===== src/rtl/controlador_comparador.sv =====
// controlador_comparador
// Sequences a chunk-by-chunk equality check of two words through one shared
// 2-bit comparator (comparador_2bits). It scans from the most significant
// chunk down and stops at the first chunk that differs. A start/busy/done
// handshake frames each operation. The result (equal, mismatch_idx) is held
// until the next operation completes.

module controlador_comparador #(
    parameter int N_CHUNKS = 4,
    parameter int IDX_W    = $clog2(N_CHUNKS)
) (
    input  logic                  clk,
    input  logic                  rst,
    input  logic                  start,
    input  logic [2*N_CHUNKS-1:0] word_a,
    input  logic [2*N_CHUNKS-1:0] word_b,
    output logic                  busy,
    output logic                  done,
    output logic                  equal,
    output logic [IDX_W-1:0]      mismatch_idx,
    output logic [1:0]            cmp_a,
    output logic [1:0]            cmp_b,
    input  logic                  cmp_x
);

    localparam int               W        = 2 * N_CHUNKS;
    localparam logic [IDX_W-1:0] LAST_IDX = IDX_W'(N_CHUNKS - 1);

    typedef enum logic [1:0] {
        IDLE    = 2'd0,
        COMPARE = 2'd1,
        DONE    = 2'd2
    } state_t;

    state_t           state_q, state_d;
    logic [IDX_W-1:0] idx_q, idx_d;
    logic [W-1:0]     wordA_q, wordA_d;
    logic [W-1:0]     wordB_q, wordB_d;
    logic             equal_q, equal_d;
    logic [IDX_W-1:0] mismatchIdx_q, mismatchIdx_d;
    logic             busy_q, busy_d;
    logic             done_q, done_d;
    logic [1:0]       cmpA_q, cmpA_d;
    logic [1:0]       cmpB_q, cmpB_d;

    // Returns the 2-bit chunk at position i of a word (chunk 0 is the LSBs).
    function automatic logic [1:0] chunkOf(input logic [W-1:0] w,
                                           input logic [IDX_W-1:0] i);
        chunkOf = w[{i, 1'b0} +: 2];
    endfunction

    // Next-state logic. The comparator operands are registered together
    // with the state, so they are already valid in the first COMPARE cycle
    // and are zero again on the DONE and IDLE cycles.
    always_comb begin
        state_d       = state_q;
        idx_d         = idx_q;
        wordA_d       = wordA_q;
        wordB_d       = wordB_q;
        equal_d       = equal_q;
        mismatchIdx_d = mismatchIdx_q;
        busy_d        = busy_q;
        done_d        = done_q;
        cmpA_d        = cmpA_q;
        cmpB_d        = cmpB_q;

        case (state_q)
            IDLE: begin
                busy_d = 1'b0;
                done_d = 1'b0;
                cmpA_d = 2'b00;
                cmpB_d = 2'b00;
                if (start) begin
                    wordA_d = word_a;
                    wordB_d = word_b;
                    idx_d   = LAST_IDX;
                    cmpA_d  = chunkOf(word_a, LAST_IDX);
                    cmpB_d  = chunkOf(word_b, LAST_IDX);
                    busy_d  = 1'b1;
                    state_d = COMPARE;
                end
            end

            COMPARE: begin
                if (!cmp_x) begin
                    equal_d       = 1'b0;
                    mismatchIdx_d = idx_q;
                    busy_d        = 1'b0;
                    done_d        = 1'b1;
                    cmpA_d        = 2'b00;
                    cmpB_d        = 2'b00;
                    state_d       = DONE;
                end else if (idx_q == '0) begin
                    equal_d       = 1'b1;
                    mismatchIdx_d = '0;
                    busy_d        = 1'b0;
                    done_d        = 1'b1;
                    cmpA_d        = 2'b00;
                    cmpB_d        = 2'b00;
                    state_d       = DONE;
                end else begin
                    idx_d  = idx_q - IDX_W'(1);
                    cmpA_d = chunkOf(wordA_q, idx_q - IDX_W'(1));
                    cmpB_d = chunkOf(wordB_q, idx_q - IDX_W'(1));
                end
            end

            DONE: begin
                done_d  = 1'b0;
                busy_d  = 1'b0;
                cmpA_d  = 2'b00;
                cmpB_d  = 2'b00;
                state_d = IDLE;
            end

            default: begin
                busy_d  = 1'b0;
                done_d  = 1'b0;
                cmpA_d  = 2'b00;
                cmpB_d  = 2'b00;
                state_d = IDLE;
            end
        endcase
    end

    // State and output registers; reset aborts any operation and clears the result.
    always_ff @(posedge clk or posedge rst) begin
        if (rst) begin
            state_q       <= IDLE;
            idx_q         <= '0;
            wordA_q       <= '0;
            wordB_q       <= '0;
            equal_q       <= 1'b0;
            mismatchIdx_q <= '0;
            busy_q        <= 1'b0;
            done_q        <= 1'b0;
            cmpA_q        <= 2'b00;
            cmpB_q        <= 2'b00;
        end else begin
            state_q       <= state_d;
            idx_q         <= idx_d;
            wordA_q       <= wordA_d;
            wordB_q       <= wordB_d;
            equal_q       <= equal_d;
            mismatchIdx_q <= mismatchIdx_d;
            busy_q        <= busy_d;
            done_q        <= done_d;
            cmpA_q        <= cmpA_d;
            cmpB_q        <= cmpB_d;
        end
    end

    assign busy         = busy_q;
    assign done         = done_q;
    assign equal        = equal_q;
    assign mismatch_idx = mismatchIdx_q;
    assign cmp_a        = cmpA_q;
    assign cmp_b        = cmpB_q;

endmodule

===== config.mk =====
export PLATFORM = sky130hd
export DESIGN_NAME = controlador_comparador
export DESIGN_NICKNAME = d
export VERILOG_FILES = /design/src/rtl/controlador_comparador.sv
export SDC_FILE = /design/constraint.sdc
export NUM_CORES = 1
export LEC_CHECK = 0
export CAP_MARGIN = 30
export CORE_ASPECT_RATIO = 0.5
export CORE_MARGIN = 1
export CORE_UTILIZATION = 30
export DETAILED_ROUTE_END_ITERATION = 12
export GPL_TIMING_DRIVEN = 0
export PLACE_DENSITY = 0.61
export SETUP_SLACK_MARGIN = 0.15
export SLEW_MARGIN = 20
export SYNTH_ARGS = -nofsm -noshare
export SYNTH_HDL_FRONTEND = slang
export SYNTH_SLANG_ARGS = --single-unit

===== constraint.sdc =====
create_clock -name clk -period 2.25 [get_ports clk]
set_input_delay 0.45 -clock clk [delete_from_list [all_inputs] [get_ports clk]]
set_output_delay 0.45 -clock clk [all_outputs]
set_load 0.01 [all_outputs]

* Word-level counts from Yosys, hierarchy flattened *
Index checks and enable logic that the tools add are counted.

cells by class
  eq/ne operators = 6
  mux-type cells = 26
  magnitude comparators = 0
  shift-type cells = 2
  add/sub/neg operators = 1
  multipliers = 0
  reductions and logical operators = 7
  bitwise logic cells = 0
  div/mod/pow operators = 0

operators by type and width
  kind                                                                   number
  2-bit 2-to-1 mux                                                       14
  2-bit one-hot mux with 2 select lines                                  4
  8-bit by 4-bit variable part select with 2-bit output                  2
  1-bit 2-to-1 mux                                                       7
  2-bit != test, second input constant                                   3
  2-bit AND reduction                                                    3
  2-bit logical NOT                                                      2
  4-bit AND reduction                                                    1
  3-bit != test, second input constant                                   1
  2-bit by 1-bit equality test with 1-bit output, second input constant  1
  2-bit by 1-bit != test with 1-bit output, second input constant        1
  1-bit one-hot mux with 2 select lines                                  1
  2-bit nonzero test                                                     1
  2-bit by 1-bit subtractor with 2-bit output, second input constant     1

word-level totals
  register bits = 29
  memory bits (read-only) = 0
  bits in writable memories = 0
  memories = 0
  latch bits = 0
  word-level logic and storage cells = 52

* Longest topological paths before layout *
  word-level depth = 5
  gate-level depth with buffers = 6
  depth with buffers taken out = 5

* Least setup slack after synthesis *
No wires, ideal clock.

  path kind = reg2reg
  start = register idx_q[0]
  end = register cmpA_q[0], in the netlist cmp_a[0]
  buffers on the path = 1
  period minus slack after synthesis = 1.675 ns
  library setup time = 0.121 ns
  slack = 0.575 ns
  arrival time = 1.554 ns
  cell stages (with the launch flop) = 6
  required time = 2.129 ns
  cell sequence = dfrtp_1 buf_6 inv_1 ha_1 mux4_2 a22o_1

on the way
  longest elaborated chain between the ends = 5
  elaborated cells on any way between the ends = 6
  those cells by class = 1 x add/sub; 1 x shift; 3 x mux; 1 x reduce/logical

ends and longest elaborated chain
  item                                                   RTL line  text
  from (decl)                                            36        logic [IDX_W-1:0] idx_q, idx_d;
  from (signal assigned)                                 141       idx_q <= idx_d;
  2-bit by 1-bit subtractor with 2-bit output            103       cmpA_d = chunkOf(wordA_q, idx_q - IDX_W'(1));
  8-bit by 4-bit variable part select with 2-bit output  49        chunkOf = w[{i, 1'b0} +: 2];
  2-bit 2-to-1 mux (*)                                   93        end else if (idx_q == '0) begin
  2-bit 2-to-1 mux (*)                                   85        if (!cmp_x) begin
  2-bit one-hot mux with 2 select lines (*)              67        case (state_q)
  named net cmpA_d[0]                                    43        logic [1:0] cmpA_q, cmpA_d;
  to (signal assigned)                                   148       cmpA_q <= cmpA_d;
  to (decl)                                              43

The timed path passes the listed nets; every way through them passes the cells marked *.
A chain may end at the register's enable or synchronous reset.

* Worst setup path in the final report *
  start = register idx_q[0]
  end = register cmpB_q[1], in the netlist cmp_b[1]

on the way
  longest elaborated chain between the ends = 5
  elaborated cells on any way between the ends = 6
  those cells by class = 1 x add/sub; 1 x shift; 3 x mux; 1 x reduce/logical

ends and longest elaborated chain
  item                                                   RTL line  text
  2-bit by 1-bit subtractor with 2-bit output            104       cmpB_d = chunkOf(wordB_q, idx_q - IDX_W'(1));
  8-bit by 4-bit variable part select with 2-bit output  49
  2-bit 2-to-1 mux (*)                                   93
  2-bit 2-to-1 mux (*)                                   85
  2-bit one-hot mux with 2 select lines (*)              67
  named net cmpB_d[1]                                    44        logic [1:0] cmpB_q, cmpB_d;
  to (signal assigned)                                   149       cmpB_q <= cmpB_d;
  to (decl)                                              44

Marks and branches as above.

==> reports/qor.csv <==
metric,value,unit
ys_warn_count,0,
clkTransAtPathRegs,0.06,ns
n_fill_cell,346,
start_util,33.5,%
synth.area.top_cells,"dfrtp_1, mux2_2, mux4_2, a22o_1, o21a_1",
whs_path_depth,1,
synth_largest_area_cell,dfrtp_1,
die_h,47.2,microns
worst_ep_required_time,2.41,ns
r2r_slack,0.42,ns
route.detailed.drc,0,
path_cells,"buf_6, inv_1, ha_1, mux4_2, a22o_1",
grt_overflow_total,0,
layout_setup_ws,0.423,ns
via_per_inst,4.60,
postCtsSetupBuffers,0,
synth-adder-area-share,1.02,%
synth_top_family_by_area,multiplexers,
hpwl,1520,microns
drt_iter0_drc,22,
htreeDepth,2,
rows,15,
relSlewSlack,60.1,%
finalSetupTns,0,ns
hold_viol,0,
drive_gt1_share,30.4,%
rr_startpoint,idx_q[0],
track_usage,11.9,%
slowest_stage,mux4_2,
hold_end,done,
cp_top_family,multiplexers,
grt_pass1_vias,782,
final_common_cell,dfrtp_1,
cts_tree,done,
hold_path.class,register to register,
wl,2200,microns
netlist_area,0.00122,sq mm
power-per-cell-area,1260,mW/mm^2
ant_nets,0,
place_congestion,0.695,
critPathLaunchType,register,
synth-compound-area-share,7.35,%
cts_root_buf,clkbuf_8,
reg2reg_depth,5,
worst_clock_skew,0.00405,ns
antenna_found_initial,0,
end_kind,register,
grt_pass1_wl,3630,microns
critPathBufInv,2,
dieArea,0.00436,sq mm
via_count,764,
synth.distinct_cells,20,
synth_xor_area_share,0,%
cap_violations,0,
setup_viol,0,
syn_inst,80,
final_cell_mix,"dfrtp_1, clkdlybuf4s50_1, mux2_2",
die_width,92.4,microns
min_from,done,
period_share,81.2,%
crit_fanout,8,
hold_buffers,0,
insertion_delay,0.27,ns
synth-simple-area-share,6.03,%
status,"complete, no violations",
cts_buffers,5,
pin_count,29,
ctsResizeCount,0,
critPathMaxStageDelay,0.53,ns
p_leak,0.709,nW
tightestPinTransition,0.597,ns
cp.arrival,1.98,ns
min_period,1.83,ns
rsz0062_at_grt,no,
synthMuxAreaShare,23.0,%
n_antenna_cell,0,
worstSetupPathType,register to register,
synth_fp_nets,101,
fmax,547,MHz
ctsLongestPathBuffers,2,
synth_top_area_share,59.2,%
cts_sinks,29,
synthToLayoutAreaGrowth,35.1,%
r2r_end,cmp_b[1],
wl_per_cell,13.2,microns
yosysSeqAreaShare,59.2,%
pre_cts_ws,0.355,ns
syn_area_per_cell,15.3,sq um
vdd_drop_max,304,uV
drtPass1Iterations,2,
final_max_slew_viol_count,0,
ys_seq_elements,29,
nNetsFinal,136,
grt_max_degree,30,
core-area,0.00366,sq mm
io_buffers,28,
-- registers in the layout, indices dropped and copies added, names as in the netlist --
register and count:
wordA_q 8, wordB_q 8, cmp_a 2, cmp_b 2
idx_q 2, mismatch_idx 2, state_q 2, busy 1
done 1, equal 1
-- logic make-up (layout without fill, tap and decap cells) --
kind of cell / after synthesis / count (layout)
flip-flops: 29 / 29
AO/OA/AOI/OAI: 11 / 11
buffers and inverters: 7 / 42
AND/OR/NAND/NOR: 11 / 11
multiplexers: 21 / 21
adder cells (fa/ha/maj): 1 / 1
-- stage by stage --
stage          hold slack (ns)  cell area [sq um]  total power [mW]  cells  util [%]
6_report                 0.489               1660              2.09    166      45.2
5_1_grt                  0.523               1660              2.24    166      45.2
4_1_cts                  0.498               1660              2.13    166      45.2
3_5_place_dp             0.485               1570              1.70    159      42.9
3_3_place_gp             0.477               1570              1.68    159      42.9
2_1_floorplan            0.475               1220              1.41     80         -
-- final cells by class --
type	count	area (sq um)	area share, %
tap	51	63.8	3.85
inverter	4	15.0	0.907
sequential	29	726	43.8
multi-input combinational	44	458	27.7
clock buffer	7	86.3	5.22
timing repair buffer	28	280	16.9
buffer	3	26.3	1.59
-- power by group --
| group | total [mW] | switching [mW] | internal (mW) |
|---|---|---|---|
| Sequential | 0.879 | 0.119 | 0.760 |
| Clock | 0.420 | 0.178 | 0.242 |
| Combinational | 0.791 | 0.283 | 0.509 |
| Total | 2.09 | 0.579 | 1.51 |
-- cells in the mapped netlist --
cell type	number
nor2b_1	1
a22o_1	5
nand3b_1	1
o21a_1	3
and4bb_2	1
nand2_1	3
and2b_1	1
nand2b_1	2
mux2_2	17
nor2_1	1
mux4_2	4
ha_1	1
inv_1	4
dfrtp_1	29
a21oi_1	1
buf_4	2
a22o_2	1
nor3b_2	1
buf_6	1
a21oi_2	1
-- worst reg2reg max path: stages (launching register included) --
cell	delay, ns
dfrtp_1	0.34
buf_6	0.14
inv_1	0.05
ha_1	0.43
mux4_2	0.53
a22o_1	0.21
-- layer usage --
layer	routed length [microns]	track usage (%)
met5	0	0
met1	1050	14.1
met3	101	5.02
met2	1030	19.7
met4	13	5.63
-- worst max-delay path by stage --
stage                   from    endpoint  depth (start not counted)
finish              idx_q[0]    cmp_b[1]                          5
global route        idx_q[0]    cmp_a[0]                          5
CTS                 idx_q[0]    cmp_b[1]                          5
detailed placement     start  wordA_q[2]                          4
global placement       start  wordA_q[2]                          4
floorplan           idx_q[0]    cmp_a[0]                          5
(Power assumes the default switching activity.)
